File: src/rtl/riscv_operand_fetch.sv
// Operand-fetch stage: regfile read, EX/WB bypass, load-use scoreboard, registered EX handoff.
// Define RISCV_OPFETCH_PERF_EN to add the perf_stall_cycles_out hazard-stall counter.
module riscv_operand_fetch #(
    parameter int XLEN = 32
) (
    input  logic            clk_in,
    input  logic            rst_in,
    input  logic            flush_in,

    input  logic            dec_valid_in,
    output logic            dec_ready_out,
    input  logic [31:0]     dec_pc_in,
    input  logic [4:0]      dec_ra_in,
    input  logic [4:0]      dec_rb_in,
    input  logic [4:0]      dec_rd_in,
    input  logic            dec_uses_ra_in,
    input  logic            dec_uses_rb_in,
    input  logic            dec_writes_rd_in,
    input  logic            dec_is_load_in,

    output logic [4:0]      rf_ra_out,
    output logic [4:0]      rf_rb_out,
    input  logic [XLEN-1:0] rf_rd1_in,
    input  logic [XLEN-1:0] rf_rd2_in,

    input  logic            ex_fwd_valid_in,
    input  logic [4:0]      ex_fwd_rd_in,
    input  logic [XLEN-1:0] ex_fwd_data_in,

    input  logic            wb_we_in,
    input  logic [4:0]      wb_rd_in,
    input  logic [XLEN-1:0] wb_wd_in,
    input  logic            wb_load_done_in,

    output logic            ex_valid_out,
    input  logic            ex_ready_in,
    output logic [31:0]     ex_pc_out,
    output logic [XLEN-1:0] ex_op1_out,
    output logic [XLEN-1:0] ex_op2_out,
    output logic [4:0]      ex_rd_out,
    output logic            ex_writes_rd_out,
    output logic            ex_is_load_out
`ifdef RISCV_OPFETCH_PERF_EN
    ,
    output logic [31:0]     perf_stall_cycles_out
`endif
);

    // Handshake: a transfer happens on a cycle where valid && ready; the producer
    // holds valid and payload stable until then, and ready never depends on valid.

    logic [31:0]     scoreboard;
    logic [31:0]     scoreboard_next;
    logic            hazard_a;
    logic            hazard_b;
    logic            hazard;
    logic [XLEN-1:0] op1;
    logic [XLEN-1:0] op2;
    logic            capture;
    logic            handoff;

    assign rf_ra_out = dec_ra_in;
    assign rf_rb_out = dec_rb_in;

    // Youngest producer wins: EX result, then the WB write not yet in the regfile.
    always_comb begin
        op1 = rf_rd1_in;
        if (!dec_uses_ra_in || dec_ra_in == 5'd0) begin
            op1 = '0;
        end else if (ex_fwd_valid_in && ex_fwd_rd_in == dec_ra_in) begin
            op1 = ex_fwd_data_in;
        end else if (wb_we_in && wb_rd_in == dec_ra_in) begin
            op1 = wb_wd_in;
        end
    end

    always_comb begin
        op2 = rf_rd2_in;
        if (!dec_uses_rb_in || dec_rb_in == 5'd0) begin
            op2 = '0;
        end else if (ex_fwd_valid_in && ex_fwd_rd_in == dec_rb_in) begin
            op2 = ex_fwd_data_in;
        end else if (wb_we_in && wb_rd_in == dec_rb_in) begin
            op2 = wb_wd_in;
        end
    end

    // A source waits on an outstanding load, or on a producer still sitting in our output register.
    always_comb begin
        hazard_a = 1'b0;
        hazard_b = 1'b0;
        if (dec_uses_ra_in && dec_ra_in != 5'd0) begin
            hazard_a = (scoreboard[dec_ra_in] && !(wb_load_done_in && wb_rd_in == dec_ra_in))
                    || (ex_valid_out && ex_writes_rd_out && ex_rd_out == dec_ra_in);
        end
        if (dec_uses_rb_in && dec_rb_in != 5'd0) begin
            hazard_b = (scoreboard[dec_rb_in] && !(wb_load_done_in && wb_rd_in == dec_rb_in))
                    || (ex_valid_out && ex_writes_rd_out && ex_rd_out == dec_rb_in);
        end
    end

    assign hazard        = hazard_a || hazard_b;
    assign dec_ready_out = !rst_in && !flush_in && !hazard && (!ex_valid_out || ex_ready_in);
    assign capture       = dec_valid_in && dec_ready_out;
    assign handoff       = ex_valid_out && ex_ready_in && !flush_in;

    // Set is applied after clear so a same-cycle set of the same index wins.
    always_comb begin
        scoreboard_next = scoreboard;
        if (wb_load_done_in && wb_we_in) begin
            scoreboard_next[wb_rd_in] = 1'b0;
        end
        if (handoff && ex_is_load_out && ex_writes_rd_out && ex_rd_out != 5'd0) begin
            scoreboard_next[ex_rd_out] = 1'b1;
        end
        scoreboard_next[0] = 1'b0;
    end

    always_ff @(posedge clk_in) begin
        if (rst_in) begin
            scoreboard <= '0;
        end else begin
            scoreboard <= scoreboard_next;
        end
    end

    always_ff @(posedge clk_in) begin
        if (rst_in) begin
            ex_valid_out     <= 1'b0;
            ex_pc_out        <= '0;
            ex_op1_out       <= '0;
            ex_op2_out       <= '0;
            ex_rd_out        <= '0;
            ex_writes_rd_out <= 1'b0;
            ex_is_load_out   <= 1'b0;
        end else if (flush_in) begin
            ex_valid_out <= 1'b0;
        end else if (capture) begin
            ex_valid_out     <= 1'b1;
            ex_pc_out        <= dec_pc_in;
            ex_op1_out       <= op1;
            ex_op2_out       <= op2;
            ex_rd_out        <= dec_rd_in;
            ex_writes_rd_out <= dec_writes_rd_in;
            ex_is_load_out   <= dec_is_load_in;
        end else if (ex_valid_out && ex_ready_in) begin
            ex_valid_out <= 1'b0;
        end
    end

`ifdef RISCV_OPFETCH_PERF_EN
    always_ff @(posedge clk_in) begin
        if (rst_in) begin
            perf_stall_cycles_out <= '0;
        end else if (dec_valid_in && hazard && !flush_in) begin
            perf_stall_cycles_out <= perf_stall_cycles_out + 32'd1;
        end
    end
`endif

endmodule

File: config.mk
export PLATFORM = sky130hd
export DESIGN_NAME = riscv_operand_fetch
export DESIGN_NICKNAME = d
export VERILOG_FILES = /design/src/rtl/riscv_operand_fetch.sv
export SDC_FILE = /design/constraint.sdc
export NUM_CORES = 1
export LEC_CHECK = 0
export ABC_AREA = 0
export CAP_MARGIN = 10
export CELL_PAD_IN_SITES_DETAIL_PLACEMENT = 0
export CELL_PAD_IN_SITES_GLOBAL_PLACEMENT = 2
export CORE_UTILIZATION = 25
export CTS_CLUSTER_DIAMETER = 60
export DETAILED_ROUTE_END_ITERATION = 10
export PLACE_DENSITY = 0.78
export SYNTH_ARGS = -nofsm -noshare
export SYNTH_HDL_FRONTEND = slang
export SYNTH_SLANG_ARGS = --single-unit
File: constraint.sdc
create_clock -name clk_in -period 4.5 [get_ports clk_in]
set_clock_uncertainty 0.05 [all_clocks]
set_input_delay 1.35 -clock clk_in [delete_from_list [all_inputs] [get_ports clk_in]]
set_output_delay 1.35 -clock clk_in [all_outputs]
set_load 0.01 [all_outputs]
# Word level (Yosys, flattened, before mapping)
# Index checks and enable logic that the tools add are counted.
[totals] regBits=136 input_bits=197 output_inout_bits=115 wordCells=92
[classes] order_cmp=6 n_eq_ne=6 mux=20 bitwise_logic=4 reduce_logical=47
[op_table] op="32-bit 2-to-1 mux" n=8
[op_table] op="32-bit bitwise AND" n=1
[op_table] op="32-bit inverter" n=1
[op_table] op="32-bit bitwise OR" n=1
[op_table] op="5-bit equality test" n=6
[op_table] op="1-bit logical AND" n=25
[op_table] op="5-bit by 6-bit less-than comparator with 1-bit output (second input constant)" n=4
[op_table] op="5-bit nonzero test" n=3
[op_table] op="1-bit binary-select mux with 5-bit select" n=2
[op_table] op="1-bit demux with 5-bit select" n=2
[op_table] op="5-bit by 1-bit >= comparator with 1-bit output (second input constant)" n=2
[op_table] op="5-bit zero test" n=2
[op_table] op="1-bit zero test" n=8
[op_table] op="1-bit 2-to-1 mux" n=8
[op_table] op="1-bit logical OR" n=6
[op_table] op="2-bit AND reduction" n=1
[op_table] op="2-bit nonzero test" n=1
[op_table] op="2-bit OR reduction" n=1
[op_table] op="1-bit inverter" n=1

# Logic depth before layout (Yosys ltp)
# Gate-level depths: netlist (run 1).
[depth] word_depth=12 ltp_mapped=11 depth_no_buf=7

# Worst setup path after synthesis (run 1)
# No wires, ideal clock.
[synth_path] path_type="in2out" start="input port dec_ra_in[2]" end="output port dec_ready_out" arrival_ns=3.135 required_time_ns=3.100 path_slack_ns=-0.035 path_stages=7 path_buffers=1 cell_sequence="clkbuf_1 mux4_2 mux2_2 or3_1 nand4_1 inv_2 nor4_1"
[synth_between] elab_chain_cells=10 word_cells_on_any_way=16 classes_between="eq/ne (2); mux (3); reduce/logical (11)"
[synth_rtl] element="start, declared" line_no="13" text="input logic [4:0] dec_ra_in,"
[synth_rtl] element="parallel branches: the longest is 5 deep, another holds 1-bit binary-select mux with 5-bit select"
[synth_rtl] element="1-bit 2-to-1 mux *" line_no="92" text="if (dec_uses_ra_in && dec_ra_in != 5'd0) begin"
[synth_rtl] element="1-bit logical OR *" line_no="102" text="assign hazard = hazard_a || hazard_b;"
[synth_rtl] element="1-bit zero test *" line_no="103" text="assign dec_ready_out = !rst_in && !flush_in && !hazard && (!ex_valid_out || ex_ready_in);"
[synth_rtl] element="1-bit logical AND * (2 in series)" line_no="103"
[synth_rtl] element="end, declared" line_no="11" text="output logic dec_ready_out,"
# Every way passes the cells marked *. The select of a mux whose other input is x is not followed.

# Final worst setup path (run 1)
[layout_path] start="input port dec_rb_in[2]" end="output port dec_ready_out"
[layout_between] elab_chain_cells=10 word_cells_on_any_way=16 classes_between="eq/ne (2); mux (3); reduce/logical (11)"
[layout_rtl] element="start, declared" line_no="14" text="input logic [4:0] dec_rb_in,"
[layout_rtl] element="parallel branches: the longest is 5 deep, another holds 1-bit binary-select mux with 5-bit select"
[layout_rtl] element="1-bit 2-to-1 mux *" line_no="96" text="if (dec_uses_rb_in && dec_rb_in != 5'd0) begin"
[layout_rtl] element="1-bit logical OR *" line_no="102"
[layout_rtl] element="1-bit zero test *" line_no="103"
[layout_rtl] element="1-bit logical AND * (2 in series)" line_no="103"
# Marked as above.

==> summary.txt, run 1 <==
Timing
  – Final Hold Fails: 0
  – Slew margin rel.: 0.422
  – Period utilization: 0.982
  – Setup repair after global routing missed its margin: yes
  – Slew @ Worst Pin: 0.868 ns
  – Slew Viols, Final: 0
  – Post-route minimum period: 4.42 ns
  – Final setup violation count: 0
  – Max frequency: 226 MHz

Setup path
  – Crit path capture type: primary output
  – Worst Setup Start Kind: primary input
  – CP max stage delay: 0.25 ns
  – Critical path type: in -> out
  – CP arrival: 3.02 ns
  – Crit-path cells: dlygate4sd2_1 > buf_4 > xor2_1 > nor4_2 > nand4_1 > a31oi_1 > o21a_1 > nor4_4 > buf_2
  – Critical Path RT: 3.10 ns
  – CP max-delay cell: dlygate4sd2_1
  – Max Fanout on Critical Path: 7

Floorplan
  – Die width: 182 um
  – Die H: 182 um
  – Starting Density: 0.255
  – Die area: 33,100 um^2
  – Core ar.: 31,700 um^2
  – Std cell rows: 65
  – IO Pins: 312

Yosys
  – Synth Net Count: 1,109
  – Post-synth EDFFs: 0
  – Cells after Synth: 912
  – Yosys reg bits: 135
  – YS warnings: 0
  – Predominant post-synthesis flop cell: dfxtp_1
  – Synth async-reset ratio: 0
  – Sequential fraction of the synthesis area: 0.334
  – Post-synthesis cell type count: 47
  – Cell Area, Synth: 8100 um^2
  – Mean Syn Cell Area: 8.88 um^2

Flow run
  – Max-Cap Viols: 0

Global route
  – First-pass GRT wire length: 46,700 um
  – Global-route usage over all layers: 0.184
  – Largest net degree at the start of global routing: 108
  – Congestion Overflow GR: 0
  – Initial antenna violation count: 3
  – Vias in the first global route: 7,690

Clock network
  – H-tree depth: 4
  – Setup bufs post-CTS: 0
  – Clock tree from TritonCTS: built
  – Clk_lat worst skew: 0.42 ns
  – Clock Tree Buf Depth: 2
  – Clock Sink Count: 135
  – Reg clk slew, reported paths: 0.06 ns
  – Root Driver: clkbuf_16
  – CTS buffer count: 17
  – Post-CTS Hold Fix Bufs: 0

Cells and area
  – Final Non-Filler Cells: 1,643
  – Layout area overhead: 57.1%
  – Layout cell share with drive strength beyond 1: 0.111
  – Commonest non-fill, non-tap cell in the layout: clkdlybuf4s50_1
  – Final #Nets: 1,423
  – Final core occ: 0.401
  – Most frequent cells in the layout: clkdlybuf4s50_1, mux2i_1, nand2b_1

Pwr
  – Power Total: 3.31 mW
  – Static Leak: 4.72 nW
  – Pwr/cell area: 260 nW/um^2
  – VDD IR max: 0.000220 V

Detailed routing
  – Vias post-DR: 7,674
  – Drt initial violations: 498
  – Antenna viol nets, final: 0
  – DR WL/cell: 18.7 um
  – Final WL: 30,800 um
  – Drt pass-1 iters: 6
  – Via density: 4.67
  – Remaining DRCs: 0

Run status
  – Status: complete, no violations

Placed design
  – Placed Instances: 1,609
  – Port Buffer Count: 311
  – Dpl hpwl: 22,700 um
  – GP Congestion: 0.874

Hold path
  – Hold crit path type: reg -> reg
## worst max-delay path, delay by kind of cell
family	cells	cell delay [ns]
compound gates	2	0.43
xor+xnor	1	0.16
buf+inv	3	0.57
simple gates	3	0.50
## final cells by class
cell class / instances / area [um^2]
sequential: 135 / 2700
clock buffer: 19 / 443
fill: 3215 / 19000
timing repair buffer: 379 / 3780
antenna: 2 / 5.00
tap: 402 / 503
inverter: 5 / 18.8
clock inverter: 13 / 168
multi-input combinational: 688 / 5100
## routing by layer
metal	up-vias	part of all wire	track usage
met2	256	0.46	0.297
li1	3809	-	-
met3	19	0.068	0.0523
met5	-	0.00042	0
met1	3588	0.46	0.243
met4	2	0.0082	0.0370
## flip-flops by register name (all words and copies together) (netlist names)
name              count
ex_valid_out          1
ex_op1_out           32
ex_writes_rd_out      1
scoreboard           31
ex_pc_out            32
ex_op2_out           32
ex_is_load_out        1
ex_rd_out             5
## logic make-up after synthesis
logic type / Yosys count / synth area share
buf+inv: 89 / 0.0512
simple gates: 317 / 0.208
xor+xnor: 30 / 0.0325
flops: 135 / 0.334
mux: 195 / 0.250
compound gates: 146 / 0.125
## worst paths after layout
kind	cells after the start	slack [ns]	from	endpoint
max	9	0.08	dec_rb_in[2]	dec_ready_out
max reg2reg	10	1.58	scoreboard[23]	ex_rd_out[0]
min	2	0.42	ex_pc_out[16]	ex_pc_out[16]
min reg2reg	2	0.42	ex_pc_out[16]	ex_pc_out[16]
## stage by stage
| stage | hold slack, ns | setup slack [ns] | cell area (um^2) | setup TNS [ns] |
|---|---|---|---|---|
| after floorplan | 0.412 | 0.0612 | 8100 | 0 |
| after global routing | 0.439 | -0.0174 | 12700 | -0.0174 |
| after detailed placement | 0.412 | -1.08 | 12000 | -9.04 |
| after CTS | 0.423 | -0.0999 | 12600 | -0.0999 |
| final | 0.420 | 0.0800 | 12700 | 0 |
| after global placement | 0.408 | -1.01 | 12000 | -6.44 |
## where the power goes
group | internal, mW | switching (mW) | total [mW]
Sequential | 1.22 | 0.0148 | 1.23
Combinational | 0.352 | 0.244 | 0.596
Clock | 0.894 | 0.585 | 1.48
## synthesized netlist by cell type (2+ instances only)
cell type / instances / area (um^2)
or3_1: 3 / 18.8
nor2b_1: 5 / 31.3
o21a_1: 2 / 15.0
nand4_1: 5 / 31.3
and3_1: 2 / 12.5
xnor2_1: 11 / 96.3
nand3b_1: 3 / 22.5
mux4_2: 5 / 113
a211o_1: 64 / 561
nor3b_1: 3 / 22.5
o21ai_0: 32 / 160
a21oi_1: 34 / 170
nand3_1: 10 / 50.1
nor4_1: 4 / 25.0
or2_2: 2 / 12.5
buf_4: 17 / 128
inv_1: 4 / 15.0
mux2_2: 4 / 45.0
nor2_1: 73 / 274
nand2b_1: 145 / 907
xor2_1: 19 / 166
buf_2: 13 / 65.1
nor3_1: 9 / 45.0
a22oi_1: 3 / 22.5
mux2i_1: 185 / 1850
buf_1: 2 / 7.51
clkbuf_1: 52 / 195
dfxtp_1: 135 / 2700
nand2_1: 47 / 176
a31oi_1: 2 / 12.5
## timing repair
| item | in CTS | in global routing |
|---|---|---|
| endpoints found under the setup margin | 1 | 1 |
| gates resized for setup | 25 | 23 |
| pin swaps | 4 | 8 |
No activity file was read; power rests on OpenSTA's default activity.
==> run 2, diff against run 1 <==
- clock period: 4.5 -> 4.3 ns (I/O delays scaled with it)
==> run 2 against run 1 <==
Net effect: the run now ends with negative setup slack left; die area unchanged; non-clock buffer count down 2; combinational power up 3.9%; critical path type unchanged.
==> summary.txt, run 2 (synthesized netlist as in run 1, its figures left out) <==
Run status
  – Status: finished, violations left (was complete, no violations)
  – Failing checks: negative setup slack

Timing
  – Final setup violation count: 1 (was 0)
  – Slew margin rel.: 0.420 (was 0.422)
  – Max frequency: 229 MHz
  – Slew @ Worst Pin: 0.870 ns (was 0.868 ns)
  – Final Hold Fails: 0 (unchanged)
  – Slew Viols, Final: 0 (unchanged)
  – Post-route minimum period: 4.36 ns
  – Worst setup margin: -0.0608 ns (was 0.0800 ns)
  – Period utilization: 1.01
  – Hold Worst Slack: 0.421 ns (was 0.420 ns)
  – Setup repair after global routing missed its margin: yes (unchanged)
  – Total Neg Setup Slack: -0.0608 ns (was 0 ns)

Setup path
  – Max Fanout on Critical Path: 3 (was 7)
  – Reg2reg path depth: 11 (was 10)
  – Critical path type: in -> out (unchanged)
  – Critical Path RT: 2.96 ns (was 3.10 ns)
  – Crit-path cells: buf_8 > mux4_2 > mux2_4 > or3_1 > nand4_1 > inv_2 > nor4_4 > buf_2 (was dlygate4sd2_1 > buf_4 > xor2_1 > nor4_2 > nand4_1 > a31oi_1 > o21a_1 > nor4_4 > buf_2)
  – Worst Setup Start Kind: primary input (unchanged)
  – CP arrival: 3.02 ns (about the same)
  – Crit path capture type: primary output (unchanged)
  – CP max stage delay: 0.48 ns (was 0.25 ns)
  – CP max-delay cell: mux4_2 (was dlygate4sd2_1)

Floorplan
  – Die area: 33,100 um^2 (unchanged)
  – Die width: 182 um (unchanged)
  – Die H: 182 um (unchanged)
  – IO Pins: 312 (unchanged)
  – Starting Density: 0.255 (unchanged)
  – Core ar.: 31,700 um^2 (unchanged)
  – Std cell rows: 65 (unchanged)

Hold path
  – Hold crit path type: reg -> reg (unchanged)
  – WHS Path Cells: 2 (unchanged)

Placed design
  – Placed Instances: 1,605 (was 1,609)
  – GP Congestion: 0.889 (was 0.874)
  – Port Buffer Count: 311 (unchanged)
  – Dpl hpwl: 22,400 um (was 22,700 um)
  – Post-place instance area: 12,000 um^2 (about the same)
  – Pre-CTS setup slack: -1.04 ns (was -1.08 ns)

Pwr
  – Pwr/cell area: 261 nW/um^2 (was 260 nW/um^2)
  – Power Total: 3.29 mW (was 3.31 mW)
  – VDD IR max: 0.000221 V (was 0.000220 V)
  – Static Leak: 4.63 nW (was 4.72 nW)

Global route
  – Global-route usage over all layers: 0.182 (was 0.184)
  – Largest net degree at the start of global routing: 104 (was 108)
  – First-pass GRT wire length: 46,300 um (was 46,700 um)
  – Vias in the first global route: 7,596 (was 7,690)
  – Congestion Overflow GR: 0 (unchanged)
  – Initial antenna violation count: 1 (was 3)

Clock network
  – Clock Tree Buf Depth: 2 (unchanged)
  – CTS buffer count: 17 (unchanged)
  – Root Driver: clkbuf_16 (unchanged)
  – Post-CTS Hold Fix Bufs: 0 (unchanged)
  – Clock tree from TritonCTS: built (unchanged)
  – Reg clk slew, reported paths: 0.06 ns (about the same)
  – H-tree depth: 4 (unchanged)
  – Clock Sink Count: 135 (unchanged)
  – Clk_lat worst skew: 0.41 ns (was 0.42 ns)

Detailed routing
  – Vias post-DR: 7,665 (was 7,674)
  – Drt pass-1 iters: 5 (was 6)
  – Drt initial violations: 436 (was 498)
  – DR WL/cell: 18.7 um (about the same)
  – Final WL: 30,600 um (was 30,800 um)
  – Antenna viol nets, final: 0 (unchanged)
  – Remaining DRCs: 0 (unchanged)
  – Via density: 4.67 (about the same)

Cells and area
  – Layout area overhead: 55.4% (was 57.1%)
  – Top Registers: ex_op1_out (32), ex_op2_out (32), ex_pc_out (32) (unchanged)
  – Final #Nets: 1,421 (was 1,423)
  – Final core occ: 0.397 (was 0.401)
  – Commonest non-fill, non-tap cell in the layout: clkdlybuf4s50_1 (unchanged)
  – Most frequent cells in the layout: clkdlybuf4s50_1, mux2i_1, nand2b_1 (unchanged)
  – Final Non-Filler Cells: 1,640 (was 1,643)
  – Layout cell share with drive strength beyond 1: 0.103 (was 0.111)
  – Finished Cell Area: 12,600 um^2 (was 12,700 um^2)
  – Fillers: 3,175 (was 3,215)

Flow run
  – Max-Cap Viols: 0 (unchanged)
## run 2: layout make-up
type,instances,area (um^2),area share
clock inverters,12,95.1,0.00756
flip-flops and latches,135,2700,0.215
clock buffers,20,447,0.0355
repair buffers,377,3760,0.299
multi-input cells,688,5050,0.402
diodes,1,2.50,0.000199
inverters,5,18.8,0.00149
well taps,402,503,0.0400
## run 2: power breakdown
part / leakage (nW) / switching [mW] / internal (mW)
registers: 1.09 / 0.0172 / 1.27
clock network: 0.250 / 0.615 / 0.761
logic: 3.29 / 0.252 / 0.367
total: 4.63 / 0.884 / 2.40
## run 2: timing repair
action	CTS	global route
gates resized for setup	26	13
pin swaps	3	4
setup buffers	2	0
endpoints found under the setup margin	1	1
## run 2: path summary, 6_finish.rpt
path	startpoint	to	slack, ns
hold reg to reg	ex_op2_out[18]	ex_op2_out[18]	0.42
setup reg to reg	scoreboard[22]	ex_pc_out[14]	1.34
hold / removal	ex_op2_out[18]	ex_op2_out[18]	0.42
setup / recovery	dec_ra_in[1]	dec_ready_out	-0.06
## run 2: routing by layer
metal | vias to the layer above | global-route usage | routed length, um
met5 | - | 0 | 0
met4 | 0 | 0.0497 | 483
met3 | 27 | 0.0499 | 2300
met2 | 280 | 0.287 | 14000
met1 | 3556 | 0.242 | 13900
li1 | 3802 | - | -
## run 2: critical path, delay by kind of cell
| family | cells | cell delay, ns |
|---|---|---|
| and+or+nand+nor | 3 | 0.64 |
| muxes | 2 | 0.77 |
| buffers and inverters | 3 | 0.33 |
